`src/rtl/fminmax_reduce.sv`:
```
// Floating-point min/max reduction over a stream of len operands.
// NaN operands are skipped; an all-NaN stream yields the canonical quiet NaN.
module fminmax_reduce #(
  parameter int unsigned EXP_W = 8,
  parameter int unsigned MAN_W = 23,
  parameter int unsigned CNT_W = 8
) (
  input  logic                 clk,
  input  logic                 rst_n,
  input  logic                 start_i,
  input  logic                 mode_i,
  input  logic [CNT_W-1:0]     len_i,
  output logic                 busy_o,
  input  logic                 in_valid_i,
  output logic                 in_ready_o,
  input  logic [EXP_W+MAN_W:0] in_data_i,
  output logic                 out_valid_o,
  input  logic                 out_ready_i,
  output logic [EXP_W+MAN_W:0] out_data_o,
  output logic                 out_nv_o
);

  localparam int unsigned W = 1 + EXP_W + MAN_W;
  localparam logic [W-1:0] CANON_NAN = {1'b0, {EXP_W{1'b1}}, 1'b1, {(MAN_W-1){1'b0}}};

  typedef enum logic [1:0] {S_IDLE, S_ACCUM, S_DONE} state_e;

  state_e           state_q;
  logic             busy_q;
  logic             in_ready_q;
  logic             out_valid_q;
  logic             mode_q;
  logic             nv_q;
  logic             out_nv_q;
  logic [W-1:0]     acc_q;
  logic [W-1:0]     out_data_q;
  logic [CNT_W-1:0] rem_q;

  logic             acc_nan;
  logic             in_nan;
  logic             in_snan;
  logic             same;
  logic             acc_lt_in;
  logic             take_in;
  logic             nv_d;
  logic [W-1:0]     acc_d;
  logic [CNT_W-1:0] rem_d;

  always_comb begin
    acc_nan = (&acc_q[W-2:MAN_W]) && (|acc_q[MAN_W-1:0]);
    in_nan  = (&in_data_i[W-2:MAN_W]) && (|in_data_i[MAN_W-1:0]);
    in_snan = in_nan && !in_data_i[MAN_W-1];
    same    = (acc_q == in_data_i);
    // Sign-magnitude order: differing signs decide alone, so -0 < +0.
    if (acc_q[W-1] != in_data_i[W-1]) begin
      acc_lt_in = acc_q[W-1];
    end else if (!acc_q[W-1]) begin
      acc_lt_in = (acc_q[W-2:0] < in_data_i[W-2:0]);
    end else begin
      acc_lt_in = (acc_q[W-2:0] > in_data_i[W-2:0]);
    end
    take_in = mode_q ? acc_lt_in : (!acc_lt_in && !same);
    if (acc_nan && in_nan) begin
      acc_d = CANON_NAN;
    end else if (acc_nan) begin
      acc_d = in_data_i;
    end else if (in_nan) begin
      acc_d = acc_q;
    end else begin
      acc_d = take_in ? in_data_i : acc_q;
    end
    nv_d  = nv_q | in_snan;
    rem_d = rem_q - CNT_W'(1);
  end

  always_ff @(posedge clk or negedge rst_n) begin
    if (!rst_n) begin
      state_q     <= S_IDLE;
      busy_q      <= 1'b0;
      in_ready_q  <= 1'b0;
      out_valid_q <= 1'b0;
      mode_q      <= 1'b0;
      nv_q        <= 1'b0;
      out_nv_q    <= 1'b0;
      acc_q       <= '0;
      out_data_q  <= '0;
      rem_q       <= '0;
    end else begin
      case (state_q)
        S_IDLE: begin
          if (start_i) begin
            acc_q  <= CANON_NAN;
            nv_q   <= 1'b0;
            mode_q <= mode_i;
            rem_q  <= len_i;
            busy_q <= 1'b1;
            if (len_i != '0) begin
              state_q    <= S_ACCUM;
              in_ready_q <= 1'b1;
            end else begin
              state_q     <= S_DONE;
              out_valid_q <= 1'b1;
              out_data_q  <= CANON_NAN;
              out_nv_q    <= 1'b0;
            end
          end
        end
        S_ACCUM: begin
          if (in_valid_i) begin
            acc_q <= acc_d;
            nv_q  <= nv_d;
            rem_q <= rem_d;
            if (rem_q == CNT_W'(1)) begin
              state_q     <= S_DONE;
              in_ready_q  <= 1'b0;
              out_valid_q <= 1'b1;
              out_data_q  <= acc_d;
              out_nv_q    <= nv_d;
            end
          end
        end
        S_DONE: begin
          if (out_ready_i) begin
            state_q     <= S_IDLE;
            out_valid_q <= 1'b0;
            busy_q      <= 1'b0;
          end
        end
        default: begin
          state_q     <= S_IDLE;
          busy_q      <= 1'b0;
          in_ready_q  <= 1'b0;
          out_valid_q <= 1'b0;
        end
      endcase
    end
  end

  assign busy_o      = busy_q;
  assign in_ready_o  = in_ready_q;
  assign out_valid_o = out_valid_q;
  assign out_data_o  = out_data_q;
  assign out_nv_o    = out_nv_q;

endmodule

```
`config.mk`:
```
export PLATFORM = sky130hd
export DESIGN_NAME = fminmax_reduce
export DESIGN_NICKNAME = d
export VERILOG_FILES = /design/src/rtl/fminmax_reduce.sv
export SDC_FILE = /design/constraint.sdc
export NUM_CORES = 1
export LEC_CHECK = 0
export BUFFER_PORTS_ARGS = -buffer_cell sky130_fd_sc_hd__buf_2
export CAP_MARGIN = 20
export CORE_MARGIN = 1.5
export CORE_UTILIZATION = 45
export DETAILED_ROUTE_END_ITERATION = 12
export PLACE_DENSITY = 0.77
export SYNTH_ARGS = -nofsm -noshare
export SYNTH_HDL_FRONTEND = slang
export SYNTH_SLANG_ARGS = --single-unit
export TNS_END_PERCENT = 20
```
`constraint.sdc`:
```
create_clock -name clk -period 2.82 [get_ports clk]
set_input_delay 0.282 -clock clk [delete_from_list [all_inputs] [get_ports clk]]
set_output_delay 0.282 -clock clk [all_outputs]
set_load 0.02 [all_outputs]
```
==> flow_summary.yaml <==
final_layout:
  areaGrowthSynthToFinish_pct: 33.6
  finalNetCount: 704
  drive_above_1_share_pct: 30.3
  antenna_cells: 0
  fin_cells: 763
  utilization_pct: 61.6
timing:
  fmaxAchievable_mhz: 342
  min_period_ns: 2.93
  setup_tns_ns: -3.84
  final-hold-violation-count: 0
  worst_slew_pin_slew_ns: 0.594
  max-slew-margin-rel_pct: 60.4
  rsz0062_at_grt: "true"
  skew_ns: 0.0101
  min_period_over_period_pct: 104
  final_max_slew_viol_count: 0
  setup_ws_ns: -0.105
  setup_viol: 62
synthesis:
  yosysSeqAreaShare_pct: 44.6
  synthTopCellsByCount: "dfrtp_1, nand2_1, o21ai_0, inv_1, a21oi_1"
  synth_top_area_share_pct: 44.6
  yosysTopAreaCell: "dfrtp_1"
  ys_async_sr_fraction_pct: 100
  synth_area_leaders: "dfrtp_1, ha_1, mux2i_1, o21ai_0, a22o_1"
  avgSynthCellArea_um2: 9.50
  synthDistinctLibCells: 40
  synth-edff-count: 0
  syn_area_um2: 4480
  synth.most_common_cell: "dfrtp_1"
  syn_inst: 472
  ys_warn_count: 0
  ys.flop_type: "dfrtp_1"
  synth_seq_cells: 80
  synth_nets: 551
power:
  p_sw_mw: 2.49
  p_leak_nw: 3.07
  p_clk_share_pct: 13.3
  ir_drop_uv: 505
  combPwrFrac_pct: 57.2
  power_density_nw_per_um2: 1040
  power.share.sequential_pct: 29.5
  p_int_mw: 3.75
  swShare_pct: 39.9
clock_network:
  htreeDepth: 3
  cts_tree: "yes"
  worstSkewPairLatency_ns: 0.37
  cts_sinks: 80
  path_clk_slew_ns: 0.08
  post_cts_buffers: 0
  numCtsBuffers: 9
  root_buffer: "clkbuf_8"
  clock_path_buffers: 2
worst_setup_path:
  reg2regPathDepth: 11
  crit_type: "register to register"
  critPathMaxFanout: 8
  critPathLaunchType: "register"
  r2r_end: "out_data_o[3]"
  worstReg2RegStart: "acc_q[17]"
  end_kind: "register"
  r2r_setup_slack_ns: -0.11
  cp.arrival_ns: 3.17
  cp.required_ns: 3.06
route:
  dr.pass1.iters: 5
  drt_wl_total_um: 12700
  route.detailed.drc: 0
  routed_via_density: 5.54
  wl_per_cell_um: 16.6
  drtIter0Drc: 215
  vias: 4225
  ant_nets: 0
place:
  place.gp.congestion: 0.895
  numPortBuffers: 81
  post-place-ws_ns: -0.262
  hpwl_um: 9000
  placedCellCount: 744
min_path:
  hold_path.class: "primary input to register"
  hp-start: "out_ready_i"
  min_to: "state_q[1]"
  worstHoldPathCells: 2
floorplanning:
  initial_core_util_pct: 46.1
  die_h_um: 103
  die_w_um: 103
  dieArea_um2: 10600
  rows: 36
  fp.coreArea_um2: 9730
  io_pins: 82
grt:
  grt_use_met1_pct: 34.1
  grt_overflow: 0
  grt_first_pass_wirelength_um: 20500
  grt.busiest_layer: "met2"
  grt_max_degree: 81
  antenna_found_initial: 0
  grt_util_met2_pct: 41.7
  gr-usage-met3_pct: 4.75
  grt.total_usage_pct: 25.4
  grt_pass1_vias: 4256
flow_run:
  maxCapViolCount: 0
status:
  status: "finished, violations left"
  violations: "setup timing"
==> worst max-delay path by stage <==
stage          slack [ns]     startpoint        endpoint  cells after the start
4_1_cts             -0.04      acc_q[17]       acc_q[20]                     11
6_report            -0.11      acc_q[17]   out_data_o[3]                     11
5_1_grt             -0.24      acc_q[20]  out_data_o[20]                     11
2_1_floorplan       -0.05      acc_q[25]       acc_q[10]                     12
3_3_place_gp        -0.16  in_data_i[16]  out_data_o[20]                     13
3_5_place_dp        -0.26  in_data_i[16]  out_data_o[20]                     13
==> final cells by class <==
cell class                      count  area (um^2)
Clock buffer                       12          135
Clock inverter                      4         45.0
Fill cell                         827         3740
Inverter                           38          143
Multi-Input combinational cell    334         2370
Sequential cell                    80         2000
Tap cell                          133          166
Timing Repair Buffer              162         1130
==> power groups by stage <==
stage          registers [mW]  clock network, mW  logic (mW)
6_report                 1.84              0.831        3.57
5_1_grt                  1.89              0.889        3.89
4_1_cts                  1.83              0.843        3.39
3_5_place_dp             1.84                  0        3.29
3_3_place_gp             1.82                  0        3.19
2_1_floorplan            1.97                  0        1.88
==> logic make-up (layout without fill, tap and decap cells) <==
logic type / after synthesis / count (layout) / synth area share [%]
flip-flops: 80 / 80 / 44.6
buffers and inverters: 58 / 216 / 5.27
adder cells (fa/ha/maj): 33 / 33 / 9.21
multiplexers: 33 / 33 / 7.39
AO/OA/AOI/OAI: 134 / 134 / 19.4
AND/OR/NAND/NOR: 134 / 134 / 14.1
==> layout by cell type, fill, tap and decap left out, types with 3 or more instances in the layout <==
cell type	n
ha_1	29
dfrtp_1	80
a22oi_1	5
clkbuf_1	3
nand3_1	4
and3_1	3
nor4_1	13
nand4_1	14
buf_12	5
a22o_1	23
o21ai_0	24
nor2b_1	4
o21ai_1	19
buf_2	80
nor2_1	29
o22ai_1	3
a21oi_1	35
buf_4	72
nand2b_1	4
a2bb2oi_1	9
nand2_1	47
clkinv_2	3
nor3_1	7
ha_4	4
inv_1	38
mux2i_1	30
clkbuf_8	9
==> sequential cells by signal, summed over array words and instances, names as in the netlist <==
signal,count
acc_q,32
out_data_o,32
out_valid_o,1
mode_q,1
nv_q,1
state_q,2
out_nv_o,1
busy_o,1
in_ready_o,1
rem_q,8
==> routing by layer <==
layer | vias to the layer above | share of wire (%)
li1 | 2019 | -
met1 | 2065 | 44
met2 | 118 | 49
met3 | 23 | 5.3
met4 | 0 | 1.4
met5 | - | 0
==> worst max-delay path, stage by stage (launching register included) <==
cell	delay (ns)
dfrtp_1	0.42
ha_4	0.28
nand4_1	0.16
or4_4	0.55
a21oi_4	0.15
o41a_1	0.21
o311ai_4	0.11
o31ai_4	0.26
buf_6	0.20
buf_12	0.15
mux2i_1	0.23
o21ai_1	0.07
==> metrics by stage <==
step	cell area, um^2	hold WS, ns	power (mW)
2_1_floorplan	4530	-0.0136	3.86
4_1_cts	5890	0.119	6.06
5_1_grt	5990	0.130	6.67
3_5_place_dp	5630	0.466	5.13
3_3_place_gp	5630	0.457	5.01
6_report	5990	0.123	6.24
==> repair_timing <==
action,in CTS,in global routing
pin swaps,5,4
cloned,0,1
setup endpoints to repair,64,64
endpoints found under the hold margin,0,17
hold buffers,0,1
gates resized for setup,29,6
Power figures use the tool's default switching activity.
